$ cat config.mk
export PLATFORM = sky130hd
export DESIGN_NAME = uart_controller
export DESIGN_NICKNAME = d
export VERILOG_FILES = /design/src/rtl/uart_pkg.sv /design/src/rtl/uart_rx_engine.sv /design/src/rtl/uart_controller.sv
export SDC_FILE = /design/constraint.sdc
export NUM_CORES = 1
export LEC_CHECK = 0
export BUFFER_PORTS_ARGS = -buffer_cell sky130_fd_sc_hd__buf_2
export CORE_AREA = 3 3 84 86
export CTS_BUF_LIST = sky130_fd_sc_hd__clkbuf_8
export DETAILED_ROUTE_END_ITERATION = 10
export DIE_AREA = 0 0 87 89
export PLACE_DENSITY = 0.82
export SETUP_SLACK_MARGIN = 0.05
export SYNTH_ARGS = -nofsm -noshare
export SYNTH_HDL_FRONTEND = slang
export SYNTH_SLANG_ARGS = --single-unit
$ cat constraint.sdc
create_clock -name clk -period 1.9 [get_ports clk]
set_input_delay 0.095 -clock clk [delete_from_list [all_inputs] [get_ports clk]]
set_output_delay 0.095 -clock clk [all_outputs]
set_load 0.02 [all_outputs]
$ cat src/rtl/uart_pkg.sv
// +----------------------------------------------------------------------+
// | uart_pkg: shared state encodings, CON bit map and peripheral addrs   |
// | Revision: 1.0                                                        |
// +----------------------------------------------------------------------+
`default_nettype none

package uart_pkg;

  typedef enum logic [1:0] {
    ST_IDLE  = 2'd0,
    ST_START = 2'd1,
    ST_DATA  = 2'd2,
    ST_STOP  = 2'd3
  } uart_state_e;

  localparam int CON_RX_READY = 0;
  localparam int CON_TX_BUSY  = 1;
  localparam int CON_TX_DONE  = 2;

  localparam logic [31:0] UART_ADDR_TXD = 32'h4000_0018;
  localparam logic [31:0] UART_ADDR_RXD = 32'h4000_001C;
  localparam logic [31:0] UART_ADDR_CON = 32'h4000_0020;

endpackage

`default_nettype wire

$ cat src/rtl/uart_rx_engine.sv
// +----------------------------------------------------------------------+
// | uart_rx_engine: rx synchroniser, 8N1 deframer and rx_ready flag      |
// | Revision: 1.0                                                        |
// +----------------------------------------------------------------------+
`default_nettype none

module uart_rx_engine
  import uart_pkg::*;
#(
  parameter int BIT_CLKS = 16
) (
  input  logic       clk,
  input  logic       reset,
  input  logic       i_rx,
  input  logic       i_rxd_read,
  output logic       o_rx_ready,
  output logic [7:0] o_rx_data
);

  localparam int              CNT_W    = $clog2(BIT_CLKS);
  localparam logic [CNT_W-1:0] CNT_LAST = CNT_W'(BIT_CLKS - 1);
  localparam logic [CNT_W-1:0] CNT_HALF = CNT_W'(BIT_CLKS / 2 - 1);

  logic             sync1_q;
  logic             rxs_q;
  logic             rxs_d_q;
  uart_state_e      state_q, state_d;
  logic [CNT_W-1:0] cnt_q, cnt_d;
  logic [2:0]       bit_q, bit_d;
  logic [7:0]       shift_q, shift_d;
  logic [7:0]       data_q, data_d;
  logic             ready_q, ready_d;
  logic             byte_ok;

  always_comb begin
    state_d = state_q;
    cnt_d   = cnt_q;
    bit_d   = bit_q;
    shift_d = shift_q;
    data_d  = data_q;
    byte_ok = 1'b0;

    case (state_q)
      ST_IDLE: begin
        // Only a true high-to-low transition starts a frame, so a held break is ignored.
        if (rxs_d_q && !rxs_q) begin
          state_d = ST_START;
          cnt_d   = '0;
        end
      end
      ST_START: begin
        if (cnt_q == CNT_HALF) begin
          cnt_d = '0;
          bit_d = 3'd0;
          state_d = rxs_q ? ST_IDLE : ST_DATA;
        end else begin
          cnt_d = cnt_q + 1'b1;
        end
      end
      ST_DATA: begin
        if (cnt_q == CNT_LAST) begin
          cnt_d   = '0;
          shift_d = {rxs_q, shift_q[7:1]};
          if (bit_q == 3'd7) begin
            state_d = ST_STOP;
          end else begin
            bit_d = bit_q + 3'd1;
          end
        end else begin
          cnt_d = cnt_q + 1'b1;
        end
      end
      ST_STOP: begin
        if (cnt_q == CNT_LAST) begin
          cnt_d   = '0;
          state_d = ST_IDLE;
          if (rxs_q) begin
            data_d  = shift_q;
            byte_ok = 1'b1;
          end
        end else begin
          cnt_d = cnt_q + 1'b1;
        end
      end
      default: state_d = ST_IDLE;
    endcase

    // A completing byte takes priority over a simultaneous read.
    if (byte_ok) begin
      ready_d = 1'b1;
    end else if (i_rxd_read) begin
      ready_d = 1'b0;
    end else begin
      ready_d = ready_q;
    end
  end

  always_ff @(posedge clk) begin
    if (reset) begin
      sync1_q <= 1'b1;
      rxs_q   <= 1'b1;
      rxs_d_q <= 1'b1;
      state_q <= ST_IDLE;
      cnt_q   <= '0;
      bit_q   <= 3'd0;
      shift_q <= 8'd0;
      data_q  <= 8'd0;
      ready_q <= 1'b0;
    end else begin
      sync1_q <= i_rx;
      rxs_q   <= sync1_q;
      rxs_d_q <= rxs_q;
      state_q <= state_d;
      cnt_q   <= cnt_d;
      bit_q   <= bit_d;
      shift_q <= shift_d;
      data_q  <= data_d;
      ready_q <= ready_d;
    end
  end

  assign o_rx_ready = ready_q;
  assign o_rx_data  = data_q;

endmodule

`default_nettype wire

$ cat src/rtl/uart_controller.sv
// +----------------------------------------------------------------------+
// | uart_controller: memory-mapped full-duplex 8N1 UART (TXD/RXD/CON)    |
// | Revision: 1.0                                                        |
// +----------------------------------------------------------------------+
`default_nettype none

module uart_controller
  import uart_pkg::*;
#(
  parameter int CLK_FREQ  = 100000000,
  parameter int BAUD_RATE = 9600
) (
  input  logic       clk,
  input  logic       reset,
  input  logic       i_rx,
  output logic       o_tx,
  input  logic       i_tx_write,
  input  logic [7:0] i_tx_data,
  input  logic       i_rxd_read,
  input  logic       i_con_read,
  output logic [7:0] o_uart_txd,
  output logic [7:0] o_uart_rxd,
  output logic [2:0] o_uart_con
);

  localparam int              BIT_CLKS = CLK_FREQ / BAUD_RATE;
  localparam int              CNT_W    = $clog2(BIT_CLKS);
  localparam logic [CNT_W-1:0] CNT_LAST = CNT_W'(BIT_CLKS - 1);

  uart_state_e      tx_state_q, tx_state_d;
  logic [CNT_W-1:0] tx_cnt_q, tx_cnt_d;
  logic [2:0]       tx_bit_q, tx_bit_d;
  logic [7:0]       tx_shift_q, tx_shift_d;
  logic [7:0]       txd_q, txd_d;
  logic             tx_done_q, tx_done_d;
  logic             tx_q, tx_d;
  logic             tx_busy;
  logic             tx_accept;
  logic             tx_end;
  logic             rx_ready;

  assign tx_busy = (tx_state_q != ST_IDLE);

  always_comb begin
    tx_state_d = tx_state_q;
    tx_cnt_d   = tx_cnt_q;
    tx_bit_d   = tx_bit_q;
    tx_shift_d = tx_shift_q;
    txd_d      = txd_q;
    tx_accept  = 1'b0;
    tx_end     = 1'b0;

    case (tx_state_q)
      ST_IDLE: begin
        if (i_tx_write) begin
          tx_accept  = 1'b1;
          txd_d      = i_tx_data;
          tx_shift_d = i_tx_data;
          tx_cnt_d   = '0;
          tx_state_d = ST_START;
        end
      end
      ST_START: begin
        if (tx_cnt_q == CNT_LAST) begin
          tx_cnt_d   = '0;
          tx_bit_d   = 3'd0;
          tx_state_d = ST_DATA;
        end else begin
          tx_cnt_d = tx_cnt_q + 1'b1;
        end
      end
      ST_DATA: begin
        if (tx_cnt_q == CNT_LAST) begin
          tx_cnt_d   = '0;
          tx_shift_d = {1'b0, tx_shift_q[7:1]};
          if (tx_bit_q == 3'd7) begin
            tx_state_d = ST_STOP;
          end else begin
            tx_bit_d = tx_bit_q + 3'd1;
          end
        end else begin
          tx_cnt_d = tx_cnt_q + 1'b1;
        end
      end
      ST_STOP: begin
        if (tx_cnt_q == CNT_LAST) begin
          tx_cnt_d   = '0;
          tx_end     = 1'b1;
          tx_state_d = ST_IDLE;
        end else begin
          tx_cnt_d = tx_cnt_q + 1'b1;
        end
      end
      default: tx_state_d = ST_IDLE;
    endcase

    if (tx_end) begin
      tx_done_d = 1'b1;
    end else if (tx_accept || i_con_read) begin
      tx_done_d = 1'b0;
    end else begin
      tx_done_d = tx_done_q;
    end

    // Pin level is registered from the next state so the line changes glitch-free.
    case (tx_state_d)
      ST_START: tx_d = 1'b0;
      ST_DATA:  tx_d = tx_shift_d[0];
      default:  tx_d = 1'b1;
    endcase
  end

  always_ff @(posedge clk) begin
    if (reset) begin
      tx_state_q <= ST_IDLE;
      tx_cnt_q   <= '0;
      tx_bit_q   <= 3'd0;
      tx_shift_q <= 8'd0;
      txd_q      <= 8'd0;
      tx_done_q  <= 1'b0;
      tx_q       <= 1'b1;
    end else begin
      tx_state_q <= tx_state_d;
      tx_cnt_q   <= tx_cnt_d;
      tx_bit_q   <= tx_bit_d;
      tx_shift_q <= tx_shift_d;
      txd_q      <= txd_d;
      tx_done_q  <= tx_done_d;
      tx_q       <= tx_d;
    end
  end

  uart_rx_engine #(
    .BIT_CLKS (BIT_CLKS)
  ) u_rx (
    .clk        (clk),
    .reset      (reset),
    .i_rx       (i_rx),
    .i_rxd_read (i_rxd_read),
    .o_rx_ready (rx_ready),
    .o_rx_data  (o_uart_rxd)
  );

  assign o_tx                     = tx_q;
  assign o_uart_txd               = txd_q;
  assign o_uart_con[CON_RX_READY] = rx_ready;
  assign o_uart_con[CON_TX_BUSY]  = tx_busy;
  assign o_uart_con[CON_TX_DONE]  = tx_done_q;

endmodule

`default_nettype wire

Word-level counts from Yosys, hierarchy flattened
Index checks and enable logic that the tools add are counted.
Storage, ports and cells
  register bits after elaboration: 76
  input port bits: 14
  word-level logic and storage cells: 107
Cells by class
  muxes and demuxes: 43
  equal/unequal tests: 23
  reduce and logical (&&, ||, !) cells: 20
  $add $sub $neg: 4
Operators with widths (number)
  $mux 14: 5
  $pmux 14 s3: 1
  $add 14x1->14 const B: 2
  $eq 14x14->1 const B: 2
  $pmux 14 s2: 1
  $mux 2: 11
  $mux 3: 6
  $mux 8: 2
  $pmux 2 s4: 2
  $pmux 8 s2: 1
  $eq 14x13->1 const B: 1
  $pmux 3 s2: 2
  $reduce_bool 2->1: 6
  $mux 1: 11
  $eq 2x2->1 const B: 5
  $ne 2x1->1 const B: 5
  $ne 2x2->1 const B: 5
  $reduce_and 4->1: 2
  $add 3x1->3 const B: 2
  $eq 2x1->1 const B: 3
  $eq 3x3->1 const B: 2
  $reduce_and 3->1: 2
  $reduce_and 5->1: 1
  $logic_not 2->1: 2
  7 further kinds: 8

Longest topological paths before layout
Gate-level depths: netlist of the first run.
  depth in word-level cells: 6
  depth in mapped cells: 7
  depth with buffers taken out: 6

By module
From an unflattened synthesis of the first run, not the netlist that was laid out.
Unflattened totals
  cell total of the unflattened synthesis: 399
  area, all modules: 3529.6 um^2
By module, submodules not included
  uart_rx_engine: cells an instance 192, area each 1814.2 um^2, instances 1
  uart_controller: cells an instance 207, area each 1715.4 um^2, instances 1

Worst setup path after synthesis of the first run
No wires, ideal clock.
  kind: register -> register
  from: reg tx_cnt_q[8]
  to: reg tx_cnt_q[1]
  setup slack: 0.037 ns
  library setup time: 0.128 ns
  required time: 1.772 ns
  arrival time: 1.735 ns
  cell stages (with the launch flop): 7
  cells stage by stage: dfxtp_1 or4b_4 nor4_4 nor2_2 buf_6 a22oi_1 nor2_1
Between the ends
  longest elaborated chain between the ends: 3
RTL lines
  start: declaration: line uart_controller.sv:31  | logic [CNT_W-1:0] tx_cnt_q, tx_cnt_d;
  start signal: assignment: line uart_controller.sv:124  | tx_cnt_q <= tx_cnt_d;
  $eq 14x14->1: line uart_controller.sv:64, uart_controller.sv:73, uart_controller.sv:86
  $mux 14: line uart_controller.sv:64, uart_controller.sv:73, uart_controller.sv:86
  $pmux 14 s2: line uart_controller.sv:53  | case (tx_state_q)
No other way between the ends.
A chain may end at the register's enable or synchronous reset.

Worst setup path after layout of the first run
  from: reg tx_cnt_q[7]
  to: reg tx_q (netlist: o_tx)
Between the ends
  longest elaborated chain between the ends: 5
RTL lines
  $eq 14x14->1 *: line uart_controller.sv:64, uart_controller.sv:73, uart_controller.sv:86
  $mux 2 (on tied branches): line uart_controller.sv:86, uart_controller.sv:64, uart_controller.sv:73
  $pmux 2 s4: line uart_controller.sv:53
  $eq 2x2->1 / $eq 2x1->1 (equally long branches): line uart_controller.sv:106  | case (tx_state_d)
  $pmux 1 s2 *: line uart_controller.sv:106
  end signal: assignment: line uart_controller.sv:129  | tx_q <= tx_d;
  end: declaration: line uart_controller.sv:36  | logic tx_q, tx_d;
Every way passes the cells marked *; elsewhere a longest branch is shown, timed or not. The select of a mux whose other input is x is not followed.

==> results of run 1 <==
metal layers:
layer | up-vias | global-route usage (%) | share of wire (%)
met5 | - | 0 | 0
li1 | 1590 | - | -
met2 | 113 | 34.02 | 49
met4 | 0 | 8.782 | 1.8
met3 | 18 | 3.871 | 4.5
met1 | 1574 | 26.56 | 44
path summary, 6_finish.rpt:
path / slack, ps / end / cells after the start / from
setup / recovery: -10 / o_tx / 7 / tx_cnt_q[7]
hold / removal: 20 / o_uart_txd[5] / 3 / i_tx_data[5]
setup reg to reg: -10 / o_tx / 7 / tx_cnt_q[7]
hold reg to reg: 410 / u_rx.rxs_q / 1 / u_rx.sync1_q
area by class of cell:
class | count | area share, %
clock buffer | 9 | 2.851
clock inverter | 7 | 2.822
inverter | 5 | 0.4319
multi-input combinational | 303 | 44.89
sequential | 76 | 35.33
tap | 77 | 2.217
timing repair buffer | 74 | 11.46
cell families (layout without fill, tap and decap cells):
kind of cell / Yosys count / count (layout) / share of synthesized area [%]
AOI/OAI and AO/OA: 83 / 83 / 15.56
xor gates and xnor gates: 2 / 2 / 0.5042
adders and majority gates: 6 / 6 / 2.161
buffers and inverters: 30 / 95 / 4.285
DFF: 76 / 76 / 43.79
muxes: 20 / 20 / 5.762
and+or+nand+nor: 192 / 192 / 27.94
metrics by stage:
stage	hold WS [ps]	power [mW]	setup TNS [ps]	cells	setup slack [ps]
3_3_place_gp	281.7	1.892	0	527	15.50
3_5_place_dp	285.6	1.899	-551.0	527	-79.30
5_1_grt	4.484	3.532	-1376	551	-109.5
4_1_cts	7.735	3.401	0	547	9.038
2_1_floorplan	198.8	1.827	0	409	44.43
6_report	16.23	3.400	-44.27	551	-14.48
what timing repair did:
item / CTS / global route
resized for setup: 13 / 35
buffers inserted: 3 / 4
hold endpoints to repair: 1 / 0
endpoints found under the setup margin: 23 / 54
hold buffers: 1 / 0
pin swaps: 12 / 17
cell usage after synthesis (2+ instances only):
library cell / number / area (um2)
sky130_fd_sc_hd__and2_1: 2 / 12.51
sky130_fd_sc_hd__nand3_1: 21 / 105.1
sky130_fd_sc_hd__nand4_1: 4 / 25.02
sky130_fd_sc_hd__o21ai_0: 5 / 25.02
sky130_fd_sc_hd__buf_6: 2 / 22.52
sky130_fd_sc_hd__a211oi_1: 3 / 22.52
sky130_fd_sc_hd__a311oi_1: 9 / 78.83
sky130_fd_sc_hd__nor4_1: 2 / 12.51
sky130_fd_sc_hd__nor2b_1: 4 / 25.02
sky130_fd_sc_hd__o221ai_1: 2 / 17.52
sky130_fd_sc_hd__nor3_1: 7 / 35.03
sky130_fd_sc_hd__a21oi_1: 28 / 140.1
sky130_fd_sc_hd__or2_2: 5 / 31.28
sky130_fd_sc_hd__nand2_1: 59 / 221.5
sky130_fd_sc_hd__a41oi_1: 2 / 17.52
sky130_fd_sc_hd__or3_1: 11 / 68.82
sky130_fd_sc_hd__a22oi_1: 6 / 45.04
sky130_fd_sc_hd__inv_1: 5 / 18.77
sky130_fd_sc_hd__nor2_1: 45 / 168.9
sky130_fd_sc_hd__nor4b_1: 2 / 17.52
sky130_fd_sc_hd__nand2b_1: 6 / 37.54
sky130_fd_sc_hd__o31ai_1: 2 / 15.01
sky130_fd_sc_hd__a31oi_1: 19 / 118.9
sky130_fd_sc_hd__buf_4: 5 / 37.54
sky130_fd_sc_hd__and4b_1: 2 / 20.02
sky130_fd_sc_hd__dfxtp_1: 76 / 1521
sky130_fd_sc_hd__clkbuf_1: 16 / 60.06
sky130_fd_sc_hd__buf_2: 2 / 10.01
sky130_fd_sc_hd__ha_1: 6 / 75.07
sky130_fd_sc_hd__mux2i_1: 20 / 200.2
sky130_fd_sc_hd__and3_1: 4 / 25.02
sky130_fd_sc_hd__nand3b_1: 4 / 30.03
sky130_fd_sc_hd__nor3b_1: 3 / 22.52
power groups by stage:
stage          combinational (mW)  sequential, mW  clock, mW
5_1_grt                     0.261            1.65       1.62
3_3_place_gp                0.212            1.68          0
4_1_cts                     0.224            1.64       1.53
2_1_floorplan               0.139            1.69          0
3_5_place_dp                0.218            1.68          0
6_report                    0.237            1.65       1.52
registers in the layout (all words and copies together) (netlist names), named ones only:
register and flops:
u_rx.o_rx_data 8, tx_bit_q 3, o_tx 1, u_rx.o_rx_ready 1
o_uart_txd 8, u_rx.state_q 1, u_rx.rxs_q 1, tx_done_q 1
u_rx.sync1_q 1, tx_state_q 2, u_rx.bit_q 3, tx_cnt_q 14
tx_shift_q 8, u_rx.cnt_q 14, u_rx.shift_q 8, u_rx.rxs_d_q 1
worst max-delay path, cell delays in order (launching register included):
cell                       delay, ps
sky130_fd_sc_hd__dfxtp_2         330
sky130_fd_sc_hd__or4bb_4         540
sky130_fd_sc_hd__nor4_4          310
sky130_fd_sc_hd__buf_6           180
sky130_fd_sc_hd__and2_4          150
sky130_fd_sc_hd__buf_8           120
sky130_fd_sc_hd__a211oi_4         70
sky130_fd_sc_hd__a21oi_2         150
==> impl_table.tex, run 1 <==
\begin{tabular}{lr}
\hline
Metric & Value \\
\hline
\multicolumn{2}{l}{\textbf{Floorplan}} \\
Area enclosed by the die boundary & between 7000 and 8000 um2 \\
Core area & 6350 um2 \\
Cell Rows & 29 \\
Starting Density & 54.72\% \\
Number of ports placed on the die boundary & 34 \\
Floorplan die height & 89 um \\
Horiz. Die Dim & 87 um \\
\multicolumn{2}{l}{\textbf{Placed design}} \\
Detailed placement HPWL & 5074 um \\
Cell area reported after detailed placement & 3855 um2 \\
Number of buffers added on ports & 33 \\
Routability cong. & 0.8605 \\
\multicolumn{2}{l}{\textbf{Outcome}} \\
Violated checks & negative setup slack \\
Status & finished, violations left \\
\multicolumn{2}{l}{\textbf{Clocking}} \\
Clock tree from TritonCTS & yes \\
Clock Tree Buf Depth & 2 \\
Clock latency reported for the late side of the worst-skew pair & 350 ps \\
CTS H-tree depth & 3 \\
Sink Count & 76 \\
Number of buffers added by the clock tree synthesis step & 9 \\
Reg clk slew, reported paths & 80 ps \\
Cell at the root of the clock tree & sky130\_fd\_sc\_hd\_\_clkbuf\_8 \\
\multicolumn{2}{l}{\textbf{Setup path}} \\
Required time of the critical path & 2180 ps \\
Nature of the critical path endpoint & register \\
Data arrival time at the worst-slack endpoint & about 2200 ps \\
Largest fanout on the critical path & 8 \\
Critical Setup Path Class & reg -> reg \\
Startpoint type of the worst setup path & register \\
\multicolumn{2}{l}{\textbf{Global routing}} \\
Global-route usage over all layers & around 21\% \\
Pin count of the biggest net entering global routing & between 40 and 50 \\
Initial antenna violation count & 0 \\
Vias in the first global route & 2925 \\
Global-route wire length before repair & roughly 13000 um \\
Global route total overflow & 0 \\
\multicolumn{2}{l}{\textbf{Routing}} \\
Iteration-0 DRC count of the detailed router & 255 \\
Via total after detailed routing & 3295 \\
Antenna-violating nets left & 0 \\
Wirelength per Cell & 14.83 um \\
Final routed DRC violation total & 0 \\
Total length of routed wires & 8169 um \\
DRT Pass-1 Iters & 5 \\
DR vias/cell & $\sim$6.0 \\
\multicolumn{2}{l}{\textbf{Synthesis}} \\
Sequential element share of the synthesized area & 43.79\% \\
Instance count of the mapped netlist & 409 \\
Flip-flop and latch count after synthesis & 76 \\
Synth cell types & 53 \\
EDFF count, synth & 0 \\
Average cell area after synthesis & 8.495 um2 \\
Net count of the mapped netlist & 429 \\
Most used flip-flop cell after synthesis & sky130\_fd\_sc\_hd\_\_dfxtp\_1 \\
Warning count from the yosys run & 0 \\
Cell Area, Synth & 3475 um2 \\
Share of synthesized registers carrying an async set or reset & 0\% \\
\multicolumn{2}{l}{\textbf{STA}} \\
Final critical delay including setup and external delays & 1914 ps \\
Final Worst Setup Slack & -14.48 ps \\
Maximum achievable frequency & roughly 520 MHz \\
Setup Skew & roughly 8.5 ps \\
Final-report setup violation count & 5 \\
RSZ-0062 raised after global routing & yes \\
Pins over their slew limit & 0 \\
Number of hold violations in the final report & 0 \\
Worst-margin pin slew & slightly above 700 ps \\
Period utilization & 100.8\% \\
Relative max-transition margin & roughly 52\% \\
\multicolumn{2}{l}{\textbf{Cells and area}} \\
Combined area of the multi-input logic cells & 1951 um2 \\
Fill cells & 443 \\
Register area & 1535 um2 \\
Most frequent standard cell in the layout excluding fill and tap cells & sky130\_fd\_sc\_hd\_\_dfxtp\_1 \\
Post-route design area & 4345 um2 \\
Diodes inserted & 0 \\
Commonest cells after routing, fill and taps aside & sky130\_fd\_sc\_hd\_\_dfxtp\_1, sky130\_fd\_sc\_hd\_\_nand2\_1, sky130\_fd\_sc\_hd\_\_nor2\_1 \\
Synth-to-Final Area Change & 25.06\% \\
Share of the core filled with cells in the final layout & 68.43\% \\
Count of nets after finishing & 489 \\
Layout cell share with drive strength beyond 1 & 28.90\% \\
\multicolumn{2}{l}{\textbf{Pwr}} \\
Switching power summed over all nets & roughly 0.81 mW \\
Peak supply drop & 0.0005571 V \\
Sequential power share & 48.4\% \\
Int Power & 2.593 mW \\
Power per standard cell area & 782.4 nW/um2 \\
Switching part of the total power & 23.72\% \\
Static power due to leakage & 1.691 nW \\
Gate power share & 7.0\% \\
Part of the power in the clock network & 44.6\% \\
\multicolumn{2}{l}{\textbf{Job}} \\
Max-Cap Viols & 0 \\
\multicolumn{2}{l}{\textbf{Worst hold path}} \\
Worst hold path type & in -> reg \\
\hline
\end{tabular}
No activity file was read; power rests on OpenSTA's default activity.
==> inputs of run 2 (changes only) <==
Settings changed: CORE_AREA 3 3 84 86 to 3 3 76 95, DIE_AREA 0 0 87 89 to 0 0 79 98.
==> run 2 against run 1 <==
Effect of this change: register-to-register slack lost 60 ps; combinational power grew 3%; worst hold slack lost 8.0 ps; critical path depth is the same; wire length shrank 2.8%; the run still ends with negative setup slack left; total power shrank 6.9%; largest cell class unchanged; largest power group unchanged.
==> impl_table.tex, run 2 (synthesis gave the netlist of run 1 again) <==
\begin{tabular}{lr}
\hline
Metric & Value \\
\hline
\multicolumn{2}{l}{\textbf{Clocking}} \\
Cell at the root of the clock tree & sky130\_fd\_sc\_hd\_\_clkbuf\_8 \\
Clock tree from TritonCTS & yes \\
Number of buffers added by the clock tree synthesis step & 9 \\
Sink Count & 76 \\
CTS H-tree depth & 3 \\
Reg clk slew, reported paths & roughly 80 ps \\
Clock Tree Buf Depth & 2 \\
Clock latency reported for the late side of the worst-skew pair & 350 ps \\
\multicolumn{2}{l}{\textbf{Cells and area}} \\
Registers with the highest flip-flop counts & tx\_cnt\_q x14, u\_rx.cnt\_q x14 \\
Layout cell share with drive strength beyond 1 & approximately 28\% \\
Layout Cells excl Fill & 564 \\
Diodes inserted & 0 \\
Synth-to-Final Area Change & 25.53\% \\
Commonest cells after routing, fill and taps aside & sky130\_fd\_sc\_hd\_\_dfxtp\_1, sky130\_fd\_sc\_hd\_\_nand2\_1, sky130\_fd\_sc\_hd\_\_nor2\_1 \\
Count of nets after finishing & 494 \\
Most frequent standard cell in the layout excluding fill and tap cells & sky130\_fd\_sc\_hd\_\_dfxtp\_1 \\
\multicolumn{2}{l}{\textbf{Floorplan}} \\
Number of ports placed on the die boundary & 34 \\
Horiz. Die Dim & 79 um \\
Cell Rows & 32 \\
Area enclosed by the die boundary & about 7700 um2 \\
Core area & 6326 um2 \\
Starting Density & 54.92\% \\
Floorplan die height & 98 um \\
\multicolumn{2}{l}{\textbf{STA}} \\
Worst-margin pin slew & 677.3 ps \\
Final Worst Setup Slack & -74.11 ps \\
Period utilization & 103.9\% \\
Maximum achievable frequency & 506.6 MHz \\
RSZ-0062 raised after global routing & yes \\
Final-report setup violation count & 6 \\
Setup Skew & between 8 and 9 ps \\
Final critical delay including setup and external delays & about 2000 ps \\
Number of hold violations in the final report & 0 \\
Relative max-transition margin & a little over half \\
Pins over their slew limit & 0 \\
\multicolumn{2}{l}{\textbf{Global routing}} \\
Initial antenna violation count & 0 \\
Vias in the first global route & approximately 3000 \\
Global-route wire length before repair & 12800 um \\
Pin count of the biggest net entering global routing & 39 \\
Global-route usage over all layers & 20.05\% \\
Global route total overflow & 0 \\
\multicolumn{2}{l}{\textbf{Setup path}} \\
Required time of the critical path & 2110 ps \\
Startpoint type of the worst setup path & register \\
Nature of the critical path endpoint & register \\
Critical Setup Path Class & reg -> reg \\
Critical Path Max Stage Delay & 540 ps \\
Data arrival time at the worst-slack endpoint & 2180 ps \\
R2r setup slk & -70 ps \\
Standard cell with the maximum stage delay on the critical path & sky130\_fd\_sc\_hd\_\_or4b\_4 \\
Largest fanout on the critical path & 3 \\
List of cells traversed by the critical path & or4b\_4 > nor4\_4 > buf\_4 > buf\_6 > nor3\_4 > a31oi\_1 > a311oi\_1 \\
\multicolumn{2}{l}{\textbf{Pwr}} \\
Peak supply drop & 0.0005213 V \\
Total Power Consumption & approximately 3.2 mW \\
Power per standard cell area & 726.0 nW/um2 \\
Static power due to leakage & 1.681 nW \\
\multicolumn{2}{l}{\textbf{Outcome}} \\
Violated checks & negative setup slack \\
Status & finished, violations left \\
\multicolumn{2}{l}{\textbf{Placed design}} \\
Detailed placement HPWL & 4978 um \\
Number of buffers added on ports & 33 \\
Routability cong. & 0.9010 \\
Placed Cells incl. Taps & between 500 and 600 \\
\multicolumn{2}{l}{\textbf{Routing}} \\
Iteration-0 DRC count of the detailed router & 216 \\
DRT Pass-1 Iters & 4 \\
Wirelength per Cell & 14.07 um \\
Total length of routed wires & 7938 um \\
Final routed DRC violation total & 0 \\
Antenna-violating nets left & 0 \\
Via total after detailed routing & 3233 \\
DR vias/cell & approximately 5.7 \\
\multicolumn{2}{l}{\textbf{Worst hold path}} \\
Worst hold path type & in -> reg \\
\multicolumn{2}{l}{\textbf{Job}} \\
Max-Cap Viols & 0 \\
\hline
\end{tabular}
[run 2: worst paths after layout]
path	start	end	cells after the start
max	tx_cnt_q[9]	tx_cnt_q[8]	7
min	i_tx_data[2]	o_uart_txd[2]	3
max reg2reg	tx_cnt_q[9]	tx_cnt_q[8]	7
min reg2reg	u_rx.sync1_q	u_rx.rxs_q	1
[run 2: area by class of cell]
class | count | area (um2)
clock buffers | 9 | 123.9
clock inverters | 7 | 82.58
fillers | 492 | 1964
inverters | 5 | 18.77
multi-input cells | 303 | 1954
flip-flops and latches | 76 | 1530
well taps | 85 | 106.4
repair buffers | 79 | 545.5
[run 2: critical path: cells and delay by family, from the launching register on]
kind	cells	cell delay, ps
AOI/OAI and AO/OA	2	320
DFF	1	330
and+or+nand+nor	3	900
buffers and inverters	2	280
[run 2: metrics by stage]
| stage | utilization [%] | instance area (um2) | setup slack, ps | hold WS [ps] | setup TNS [ps] |
|---|---|---|---|---|---|
| after floorplan | - | 3476 | 44.43 | 198.8 | 0 |
| final | 68.95 | 4362 | -74.11 | 8.180 | -212.6 |
| after global routing | 68.95 | 4362 | -172.9 | 10.42 | -2160 |
| after CTS | 66.08 | 4180 | -19.27 | 0.2056 | -104.4 |
| after detailed placement | 60.86 | 3850 | -103.5 | 289.2 | -1011 |
| after global placement | 60.86 | 3850 | -16.48 | 277.0 | -38.00 |
[run 2: per-layer routing]
layer  up-vias  GRT usage (%)  share of wire (%)
met5         -              0                  0
met4         0          8.862                1.7
met3        11          4.336                4.8
met2        97          33.92                 51
met1      1524          24.17                 43
li1       1601              -                  -
[run 2: power breakdown]
| group | switching, mW | leakage [nW] | internal (mW) |
|---|---|---|---|
| combinational | 0.152 | 0.964 | 0.0936 |
| sequential | 0.0226 | 0.619 | 1.62 |
| clock | 0.650 | 0.0984 | 0.627 |
[run 2: what timing repair did]
item | 4_1_cts | 5_1_grt
hold endpoints to repair | 5 | 0
hold buffers | 5 | 0
buffers inserted | 5 | 6
cloned | 0 | 0
endpoints found under the setup margin | 40 | 47
pin swaps | 9 | 34
resized for setup | 9 | 35
